<file path="src/rtl/apb_adder_regbank.sv">
// APB3 register bank fronting the adder core: operands, start/irq control,
// busy/done status and the captured result.
module apb_adder_regbank #(
    parameter int unsigned ADDR_W = 12,
    parameter int unsigned DATA_W = 32
) (
    input  logic              ACLK,
    input  logic              ARSTn,
    input  logic              PSEL,
    input  logic              PENABLE,
    input  logic              PWRITE,
    input  logic [ADDR_W-1:0] PADDR,
    input  logic [31:0]       PWDATA,
    output logic [31:0]       PRDATA,
    output logic              PREADY,
    output logic              PSLVERR,
    output logic              o_start,
    output logic [DATA_W-1:0] o_opa,
    output logic [DATA_W-1:0] o_opb,
    input  logic              i_is_busy,
    input  logic [DATA_W-1:0] i_result,
    input  logic              i_en_ctrl_write,
    input  logic              i_rst_start,
    output logic              o_irq
);

    localparam int unsigned OFF_W = 3;
    localparam logic [OFF_W-1:0] OFF_CTRL   = 3'd0;
    localparam logic [OFF_W-1:0] OFF_STATUS = 3'd1;
    localparam logic [OFF_W-1:0] OFF_OPA    = 3'd2;
    localparam logic [OFF_W-1:0] OFF_OPB    = 3'd3;
    localparam logic [OFF_W-1:0] OFF_RESULT = 3'd4;

    logic              r_start;
    logic              r_ie;
    logic              r_done;
    logic [DATA_W-1:0] r_opa;
    logic [DATA_W-1:0] r_opb;
    logic [DATA_W-1:0] r_result;
    logic [31:0]       r_prdata;

    logic [OFF_W-1:0]  w_off;
    logic              w_hi_zero;
    logic              w_mapped;
    logic              w_setup_rd;
    logic              w_access;
    logic              w_wr_err;
    logic              w_commit;
    logic              w_locked;
    logic [31:0]       w_rdata;
    logic              w_unused;

    // Address decode: word offset from PADDR[4:2], everything above must be zero
    assign w_off      = PADDR[4:2];
    assign w_hi_zero  = ((PADDR >> 5) == '0);
    assign w_mapped   = w_hi_zero & (w_off <= OFF_RESULT);
    assign w_setup_rd = PSEL & ~PENABLE & ~PWRITE;
    assign w_access   = PSEL & PENABLE;
    assign w_locked   = i_is_busy | r_start;
    assign w_unused   = ^{PADDR[1:0], PWDATA};

    // Read mux, sampled into PRDATA on the setup edge
    always_comb begin
        w_rdata = 32'd0;
        if (w_mapped) begin
            case (w_off)
                OFF_CTRL:   w_rdata = {30'd0, r_ie, r_start};
                OFF_STATUS: w_rdata = {30'd0, r_done, i_is_busy};
                OFF_OPA:    w_rdata = 32'(r_opa);
                OFF_OPB:    w_rdata = 32'(r_opb);
                OFF_RESULT: w_rdata = 32'(r_result);
                default:    w_rdata = 32'd0;
            endcase
        end
    end

    // Write refusal: operands and a new start are locked while an operation is in flight
    always_comb begin
        w_wr_err = 1'b0;
        if (!w_mapped) begin
            w_wr_err = 1'b1;
        end else begin
            case (w_off)
                OFF_CTRL:   w_wr_err = PWDATA[0] & w_locked;
                OFF_STATUS: w_wr_err = PWDATA[0];
                OFF_OPA:    w_wr_err = w_locked;
                OFF_OPB:    w_wr_err = w_locked;
                default:    w_wr_err = 1'b1;
            endcase
        end
    end

    assign w_commit = w_access & PWRITE & ~w_wr_err;
    assign PSLVERR  = w_access & (~w_mapped | (PWRITE & w_wr_err));

    always_ff @(posedge ACLK) begin
        if (!ARSTn) begin
            r_start  <= 1'b0;
            r_ie     <= 1'b0;
            r_done   <= 1'b0;
            r_opa    <= '0;
            r_opb    <= '0;
            r_result <= '0;
            r_prdata <= 32'd0;
        end else begin
            if (i_rst_start) begin
                r_start <= 1'b0;
            end
            if (w_commit) begin
                case (w_off)
                    OFF_CTRL: begin
                        r_ie <= PWDATA[1];
                        if (PWDATA[0]) begin
                            r_start <= 1'b1;
                            r_done  <= 1'b0;
                        end
                    end
                    OFF_STATUS: if (PWDATA[1]) r_done <= 1'b0;
                    OFF_OPA:    r_opa <= PWDATA[DATA_W-1:0];
                    OFF_OPB:    r_opb <= PWDATA[DATA_W-1:0];
                    default:    ;
                endcase
            end
            // Capture strobe comes last so it wins over a same-edge DONE clear
            if (i_en_ctrl_write) begin
                r_result <= i_result;
                r_done   <= 1'b1;
            end
            if (w_setup_rd) begin
                r_prdata <= w_rdata;
            end
        end
    end

    assign PRDATA  = r_prdata;
    assign PREADY  = 1'b1;
    assign o_start = r_start;
    assign o_opa   = r_opa;
    assign o_opb   = r_opb;
    assign o_irq   = r_done & r_ie;

endmodule
</file>
<file path="config.mk">
export PLATFORM = sky130hd
export DESIGN_NAME = apb_adder_regbank
export DESIGN_NICKNAME = d
export VERILOG_FILES = /design/src/rtl/apb_adder_regbank.sv
export SDC_FILE = /design/constraint.sdc
export NUM_CORES = 1
export LEC_CHECK = 0
export ABC_CLOCK_PERIOD_IN_PS = 2550
export BUFFER_PORTS_ARGS = -buffer_cell sky130_fd_sc_hd__buf_2
export CAP_MARGIN = 0
export CORE_MARGIN = 8
export CORE_UTILIZATION = 51
export DETAILED_ROUTE_END_ITERATION = 10
export PLACE_DENSITY = 0.8
export SLEW_MARGIN = 20
export SYNTH_ARGS = -nofsm -noshare
export SYNTH_HDL_FRONTEND = slang
export SYNTH_SLANG_ARGS = --single-unit
</file>
<file path="constraint.sdc">
create_clock -name ACLK -period 2.55 [get_ports ACLK]
set_input_delay 0.51 -clock ACLK [delete_from_list [all_inputs] [get_ports ACLK]]
set_output_delay 0.51 -clock ACLK [all_outputs]
set_load 0.02 [all_outputs]
</file>
==> impl_metrics.yaml, run 1 <==
logic_synthesis:
  synth-edff-count: 0
  synth_ff_type: "dfxtp_1"
  ys_seq_area_share_pct: 44.8
  ys_warn_count: 0
  synth_cells: 570
  synth_top_area_share_pct: 44.8
  netlist.top_cell.by_area: "dfxtp_1"
  ys_top_cells_by_count: "131 x dfxtp_1, 128 x mux2i_1, 99 x nand2_1, 65 x nor2b_1, 34 x a22oi_1"
  syn_avg_cell_area_um2: 10.3
  syn_nets: 654
  synth-async-reset-ratio_pct: 0
  ys_ff_latch: 131
  syn_area_um2: 5860
  synthDistinctLibCells: 39
  synth_most_common_cell: "dfxtp_1"
  synth_area_leaders: "dfxtp_1 45%, mux2i_1 22%, nor2b_1 6.9%"
clocking:
  clk_latency_ns: 0.41
  root_buffer: "clkbuf_16"
  cts_tree: "yes"
  holdBufCountCts: 0
  numCtsBuffers: 17
  clock_sinks: 131
  post_cts_buffers: 0
  cts_resized: 0
  htree_levels: 4
  clkTransAtPathRegs_ns: 0.06
  clockBufferDepth: 2
floorplanning:
  start_util_pct: 51.7
  die_h_um: 123
  core-area_um2: 11300
  ioPinCount: 184
  num_rows: 39
  die_width_um: 123
  die_area_um2: 15200
detailed_routing:
  detail-route-antenna-nets: 0
  drc_errors: 0
  drtIter0Drc: 262
  avgRoutedWirePerCell_um: 18.4
  drt-total-wl_um: 16500
  firstDrtPassIters: 6
  vias_per_cell: 5.42
  vias: 4837
worst_setup_path:
  critPathBufInv: 1
  r2r_cells: 5
  critPathMaxFanout: 5
  crit_family: "compound AO/OA/AOI/OAI gates"
  cp_cell_sequence: "o21bai_1, a21oi_4, o21ai_0, a41oi_1, buf_2"
  required_ns: 2.04
  worstSetupStartpointType: "flop"
  cp_num_cells: 5
  critPathCaptureType: "output port"
  critPathArrivalTime_ns: 1.68
  slowest_stage: "dfxtp_1"
  slowest_delay_ns: 0.37
  timing_worst_setup_path_type: "flop to output port"
sta:
  fmax_mhz: 458
  finalCritPeriodShare_pct: 85.7
  finalHoldViolCount: 0
  setup_tns_ns: 0
  worst_pin_slew_ns: 0.546
  grt_setup_unrepaired: "no"
  finalMaxSlewViolations: 0
  min_period_ns: 2.19
  maxSlewHeadroom_pct: 63.6
  fin_skew_ns: 0.00688
  setup_viol: 0
cells_and_area:
  drive_above_1_share_pct: 32.3
  nets: 821
  area_growth_pct: 27.1
  fin_cells: 893
  diodes: 0
global_routing:
  first_global_vias: 4897
  use_met3_pct: 7.03
  antenna_found_initial: 0
  grt_overflow: 0
  grt_usage_pct: 20.9
  grt_first_pass_wirelength_um: 24800
  grt_util_met2_pct: 36.0
  grt_max_degree: 81
  top_usage_layer: "met2"
  grtUsageMet1_pct: 23.8
place:
  place_congestion: 0.820
  place_inst: 861
  dp_hpwl_um: 11800
  port_buffers: 180
pwr:
  power_density_nw_per_um2: 689
  power_leakage_uw: 0.00320
  vdd_ir_drop_max_uv: 396
hold_path:
  whs_path_depth: 3
  hold_path_class: "input pin to flop"
flow_run:
  max_cap_violations: 0
status:
  status: "complete, no violations"
-- flip-flops by register name, indices dropped and copies added, names as in the netlist --
name,cells
PRDATA,32
o_opa,32
o_opb,32
r_result,32
o_start,1
r_done,1
r_ie,1
-- cells in the final DEF (no fill, tap or decap), types with 2 or more instances in the layout --
master	count
buf_2	179
dfxtp_1	131
mux2i_1	128
nand2_1	99
nor2b_1	65
a22oi_1	34
o2bb2ai_1	30
clkbuf_16	17
buf_4	13
bufinv_16	5
buf_12	4
nor2_1	3
nor3b_1	3
clkbuf_8	3
nor4_4	2
o21ai_0	2
mux2_2	2
a21boi_0	2
o21a_1	2
clkinv_2	2
clkinv_4	2
clkinvlp_4	2
-- path summary, 6_finish.rpt --
| path | startpoint | end | slack, ns |
|---|---|---|---|
| worst max-delay path | o_start$_SDFF_PN0_ | PSLVERR | 0.36 |
| worst min register to register | o_opa[22]$_SDFFE_PN0P_ | o_opa[22]$_SDFFE_PN0P_ | 0.47 |
| worst max register to register | o_start$_SDFF_PN0_ | o_opb[5]$_SDFFE_PN0P_ | 0.81 |
| worst min-delay path | i_result[8] | r_result[8]$_SDFFE_PN0P_ | 0.36 |
-- per-layer routing --
layer | vias up | share of wire, %
met5 | - | 0
met4 | 0 | 1.3
met3 | 15 | 9.2
met2 | 189 | 49
met1 | 2305 | 41
li1 | 2328 | -
-- final cells by class --
class	instances	area, um^2
clock buffer	20	467
clock inverter	12	201
fill	898	3880
multi-input combinational	391	2900
sequential	131	2620
tap	143	179
timing repair buffer	196	1070
-- where the power goes --
part | total, uW | internal, uW | switching (uW)
Sequential | 2100 | 2080 | 17.1
Clock | 2720 | 1820 | 907
Combinational | 309 | 137 | 173
Total | 5130 | 4030 | 1100
-- through the flow --
stage	area [um^2]	setup WS, ns	power, uW	utilization [%]	hold WS [ns]
6_report	7440	0.364	5130	65.8	0.357
3_5_place_dp	6780	0.307	2440	59.9	0.467
4_1_cts	7440	0.341	5140	65.8	0.351
5_1_grt	7440	0.219	5290	65.8	0.360
3_3_place_gp	6780	0.380	2430	59.9	0.454
2_1_floorplan	5860	0.472	2340	-	0.444
-- cells by family (layout without fill, tap and decap cells) --
group,Yosys count,after routing,synth area share (%)
other,1,1,0.0640
AND/OR/NAND/NOR,184,184,16.6
multiplexers,130,130,22.3
flip-flops,131,131,44.8
AO/OA/AOI/OAI,76,76,10.5
buffers and inverters,48,228,5.83
-- tightest hold or removal path: stages --
cell and delay [ns]:
buf_2 0.08, mux2i_1 0.05, nor2b_1 0.10
(Power assumes the default switching activity.)
==> run 2: changes to the inputs <==
- ABC_AREA: not set -> 1
- CELL_PAD_IN_SITES_DETAIL_PLACEMENT: not set -> 2
- CELL_PAD_IN_SITES_GLOBAL_PLACEMENT: not set -> 2
- CORE_MARGIN: 8 -> 3
- CORE_UTILIZATION: 51 -> 27
==> run 2 against run 1 <==
  * Synthesized cell count increased by 66%
  * Global-route usage increased by 0.90 points
  * Area after synthesis increased by 5.1%
  * Sequential power about the same
  * Largest cell class is now registers
==> impl_metrics.yaml, run 2 <==
sta:
  fin_skew_ns: 0.00990
  finalMaxSlewViolations: 0
  finalHoldViolCount: 0
  fin_ws_ns: 0.147
  setup_viol: 0
  hold_slack_ns: 0.305
  fmax_mhz: 416
  finalCritPeriodShare_pct: 94.2
  setup_tns_ns: 0
  grt_setup_unrepaired: "no"
  min_period_ns: 2.40
logic_synthesis:
  synthDistinctLibCells: 22
  netlist.top_cell.by_area: "dfxtp_1"
  synth_top_area_share_pct: 42.6
  syn_avg_cell_area_um2: 6.51
  synth_cells: 946
  synth_area_leaders: "dfxtp_1 43%, nand2_1 14%, inv_1 11%"
  syn_nets: 1030
  synth-async-reset-ratio_pct: 0
  ys_ff_latch: 131
  ys_warn_count: 0
  ys_seq_area_share_pct: 42.6
  ys_top_cells_by_count: "228 x nand2_1, 186 x inv_1, 131 x dfxtp_1, 129 x nor2_1, 66 x nand4_1"
  synth_most_common_cell: "nand2_1"
  synth-edff-count: 0
  synth_ff_type: "dfxtp_1"
  syn_area_um2: 6150
pwr:
  clockPowerShare_pct: 51.1
  p_sw_uw: 1280
  power_density_nw_per_um2: 627
  p_total_uw: 5040
  power_leakage_uw: 0.00395
  combPwrFrac_pct: 7.2
  vdd_ir_drop_max_uv: 340
  p_seq_share_pct: 41.6
  p_int_uw: 3760
  swShare_pct: 25.4
floorplanning:
  ioPinCount: 184
  die_h_um: 157
  die_width_um: 157
  die_area_um2: 24600
  num_rows: 54
  core-area_um2: 22100
  start_util_pct: 27.9
place:
  dp_hpwl_um: 18300
  place_congestion: 0.778
  port_buffers: 180
  pre_cts_ws_ns: 0.170
clocking:
  post_cts_buffers: 0
  cts_resized: 0
  root_buffer: "clkbuf_16"
  cts_tree: "yes"
  clkTransAtPathRegs_ns: 0.06
  clock_sinks: 131
  holdBufCountCts: 0
  numCtsBuffers: 17
  htree_levels: 4
  clockBufferDepth: 2
  clk_latency_ns: 0.43
global_routing:
  antenna_found_initial: 1
  grt_first_pass_wirelength_um: 41200
  grt_max_degree: 98
  grt_usage_pct: 21.8
  first_global_vias: 7380
  grt_overflow: 0
cells_and_area:
  multi_input_area_um2: 2610
  final_common_cell: "nand2_1"
  nets: 1196
  layout_common_cells: "228 x nand2_1, 184 x inv_1, 179 x buf_2, 131 x dfxtp_1, 128 x nor2_1"
  n_fill_cell: 2707
  drive_above_1_share_pct: 22.4
  area_growth_pct: 30.6
  seq_area_um2: 2620
  utilization_pct: 36.4
worst_setup_path:
  critPathMaxFanout: 6
  critPathCaptureType: "output port"
  worstSetupStartpointType: "input pin"
  critPathArrivalTime_ns: 1.89
  required_ns: 2.04
  timing_worst_setup_path_type: "input pin to output port"
detailed_routing:
  avgRoutedWirePerCell_um: 18.9
  detail-route-antenna-nets: 0
  drt-total-wl_um: 26600
  firstDrtPassIters: 5
  vias: 6847
  drc_errors: 0
  drtIter0Drc: 239
  vias_per_cell: 4.87
status:
  status: "complete, no violations"
flow_run:
  max_cap_violations: 0
hold_path:
  hold_path_class: "input pin to flop"
-- run 2: worst paths after layout --
kind                             start                         to  slack, ns  cells past startpoint
max                           PADDR[3]                    PSLVERR       0.15                      7
min                       i_result[24]  r_result[24]$_SDFFE_PN0P_       0.30                      3
max reg2reg         o_start$_SDFF_PN0_      o_opb[9]$_SDFFE_PN0P_       0.96                      9
min reg2reg  r_result[19]$_SDFFE_PN0P_  r_result[19]$_SDFFE_PN0P_       0.46                      2
-- run 2: area by class of cell --
cell class / instances / area share [%]
Tap cell: 280 / 4.36
Timing Repair Buffer: 209 / 14.3
Inverter: 189 / 8.82
Antenna cell: 2 / 0.0622
Clock buffer: 19 / 5.51
Multi-Input combinational cell: 564 / 32.4
Clock inverter: 13 / 1.98
Sequential cell: 131 / 32.6
-- run 2: cells by family after synthesis --
logic type | after synthesis | synth area share, %
other | 1 | 0.0609
flip-flops | 131 | 42.6
buffers and inverters | 251 | 15.7
AO/OA/AOI/OAI | 123 | 11.6
AND/OR/NAND/NOR | 440 | 30.0
-- run 2: metrics by stage --
stage	instance area, um^2	std cells
floorplan	6150	946
global placement	7430	1373
detailed placement	7430	1373
CTS	8040	1405
global route	8040	1406
finish	8040	1407
-- run 2: routing by layer --
metal	up-vias	wire [um]	part of all wire (%)	track usage, %
met5	-	0	0	0
met4	0	439	1.7	6.34
met3	31	1020	3.8	3.77
met2	145	13400	50	39.2
met1	3390	11700	44	26.6
li1	3281	-	-	-
-- run 2: worst max-delay path, stage by stage --
cell	delay, ns
buf_2	0.15
nor2_1	0.21
nand3_1	0.18
a21oi_1	0.27
nor2_4	0.09
nor3_1	0.26
buf_2	0.23
-- run 2: power groups by stage --
stage | sequential (uW) | combinational (uW) | clock [uW]
global route | 2100 | 407 | 2710
floorplan | 2140 | 185 | 0
finish | 2100 | 365 | 2580
detailed placement | 2140 | 363 | 0
CTS | 2100 | 370 | 2610
global placement | 2140 | 355 | 0
==> run 3: changes to the inputs <==
- ABC_CLOCK_PERIOD_IN_PS: 2550 -> 2500
- clock period: 2.55 -> 2.5 ns (I/O delays scaled with it)
==> run 3 against run 2 <==
  * Routed wire length fell by 0.30%
  * Hold slack got worse by 0.0021 ns
  * Power rose by 0.63%
  * Largest cell class unchanged
  * Die area did not move
  * Clock power barely moved
==> impl_metrics.yaml, run 3 (synthesis gave the netlist of run 2 again) <==
clocking:
  numCtsBuffers: 17
  root_buffer: "clkbuf_16"
  holdBufCountCts: 0
  clkTransAtPathRegs_ns: 0.06
  htree_levels: 4
  post_cts_buffers: 0
  clock_sinks: 131
  clockBufferDepth: 2
  cts_tree: "yes"
  clk_latency_ns: 0.42
  cts_resized: 0
worst_setup_path:
  critPathCaptureType: "output port"
  timing.critical_path.from: "PADDR[3]"
  worstSetupStartpointType: "input pin"
  critPathMaxFanout: 6
  required_ns: 2.00
  timing_worst_setup_path_type: "input pin to output port"
  r2r_start: "o_start$_SDFF_PN0_"
  critPathArrivalTime_ns: 1.79
place:
  port_buffers: 180
  place_area_um2: 7430
  dp_hpwl_um: 18200
  pre_cts_ws_ns: 0.177
  place_congestion: 0.797
sta:
  fin_skew_ns: 0.00888
  fin_ws_ns: 0.206
  finalCritPeriodShare_pct: 91.8
  min_period_ns: 2.29
  setup_tns_ns: 0
  finalMaxSlewViolations: 0
  setup_viol: 0
  grt_setup_unrepaired: "no"
  fmax_mhz: 436
  finalHoldViolCount: 0
pwr:
  p_total_uw: 5070
  power_density_nw_per_um2: 631
  vdd_ir_drop_max_uv: 455
  power_leakage_uw: 0.00395
floorplanning:
  die_width_um: 157
  core-area_um2: 22100
  ioPinCount: 184
  num_rows: 54
  die_h_um: 157
  die_area_um2: 24600
  start_util_pct: 27.9
detailed_routing:
  vias_per_cell: 4.90
  avgRoutedWirePerCell_um: 18.8
  firstDrtPassIters: 4
  drt-met1-wl_um: 11600
  wl_met3_um: 1120
  drc_errors: 0
  drt-total-wl_um: 26500
  met2_length_um: 13500
  drtIter0Drc: 318
  vias: 6891
  detail-route-antenna-nets: 0
  top_layer: "met4"
global_routing:
  first_global_vias: 7380
  grt_overflow: 0
  grt_first_pass_wirelength_um: 40800
  grt_max_degree: 98
  antenna_found_initial: 0
  grt_usage_pct: 21.6
hold_path:
  hold_path_class: "input pin to flop"
  hold_start: "i_result[18]"
cells_and_area:
  nets: 1196
  utilization_pct: 36.4
  layout_common_cells: "228 x nand2_1, 184 x inv_1, 179 x buf_2, 131 x dfxtp_1, 128 x nor2_1"
  design_area_um2: 8040
  final_common_cell: "nand2_1"
  area_growth_pct: 30.6
  drive_above_1_share_pct: 22.4
  n_fill_cell: 2750
status:
  status: "complete, no violations"
flow_run:
  max_cap_violations: 0
## run 3: path summary, 6_finish.rpt
kind	to	slack [ns]	cells past startpoint
hold reg to reg	PRDATA[8]$_SDFFE_PN0P_	0.46	2
setup / recovery	PSLVERR	0.21	7
hold / removal	r_result[18]$_SDFFE_PN0P_	0.30	3
setup reg to reg	o_opa[15]$_SDFFE_PN0P_	0.92	9
## run 3: routing by layer
layer  vias to the layer above  track usage [%]
li1                       3284                -
met3                        19             3.99
met1                      3431             26.3
met2                       157             39.7
met5                         -                0
met4                         0             4.42
## run 3: per-stage QoR
stage	hold slack [ns]	cells
6_report	0.303	1407
2_1_floorplan	0.434	946
5_1_grt	0.293	1405
3_5_place_dp	0.455	1373
3_3_place_gp	0.447	1373
4_1_cts	0.289	1405
## run 3: area by class of cell
cell class / instances / area (um^2) / share of cell area [%]
flip-flops and latches: 131 / 2620 / 32.6
multi-input cells: 564 / 2610 / 32.4
repair buffers: 209 / 1150 / 14.3
inverters: 189 / 709 / 8.83
clock buffers: 21 / 470 / 5.85
well taps: 280 / 350 / 4.36
clock inverters: 11 / 126 / 1.57
diodes: 2 / 5.00 / 0.0623
## run 3: critical path: stages
cell and delay (ns):
buf_2 0.15, nor2_1 0.20, nand3_1 0.15, a21oi_1 0.25, nor2_4 0.09, nor3_1 0.23, buf_2 0.22
## run 3: report_power, final
| part | internal (uW) | leakage [uW] | total, uW | switching (uW) |
|---|---|---|---|---|
| registers | 2120 | 0.00106 | 2140 | 17.0 |
| logic | 117 | 0.00259 | 371 | 253 |
| clock network | 1550 | 0.000294 | 2560 | 1010 |
| total | 3800 | 0.00395 | 5070 | 1280 |
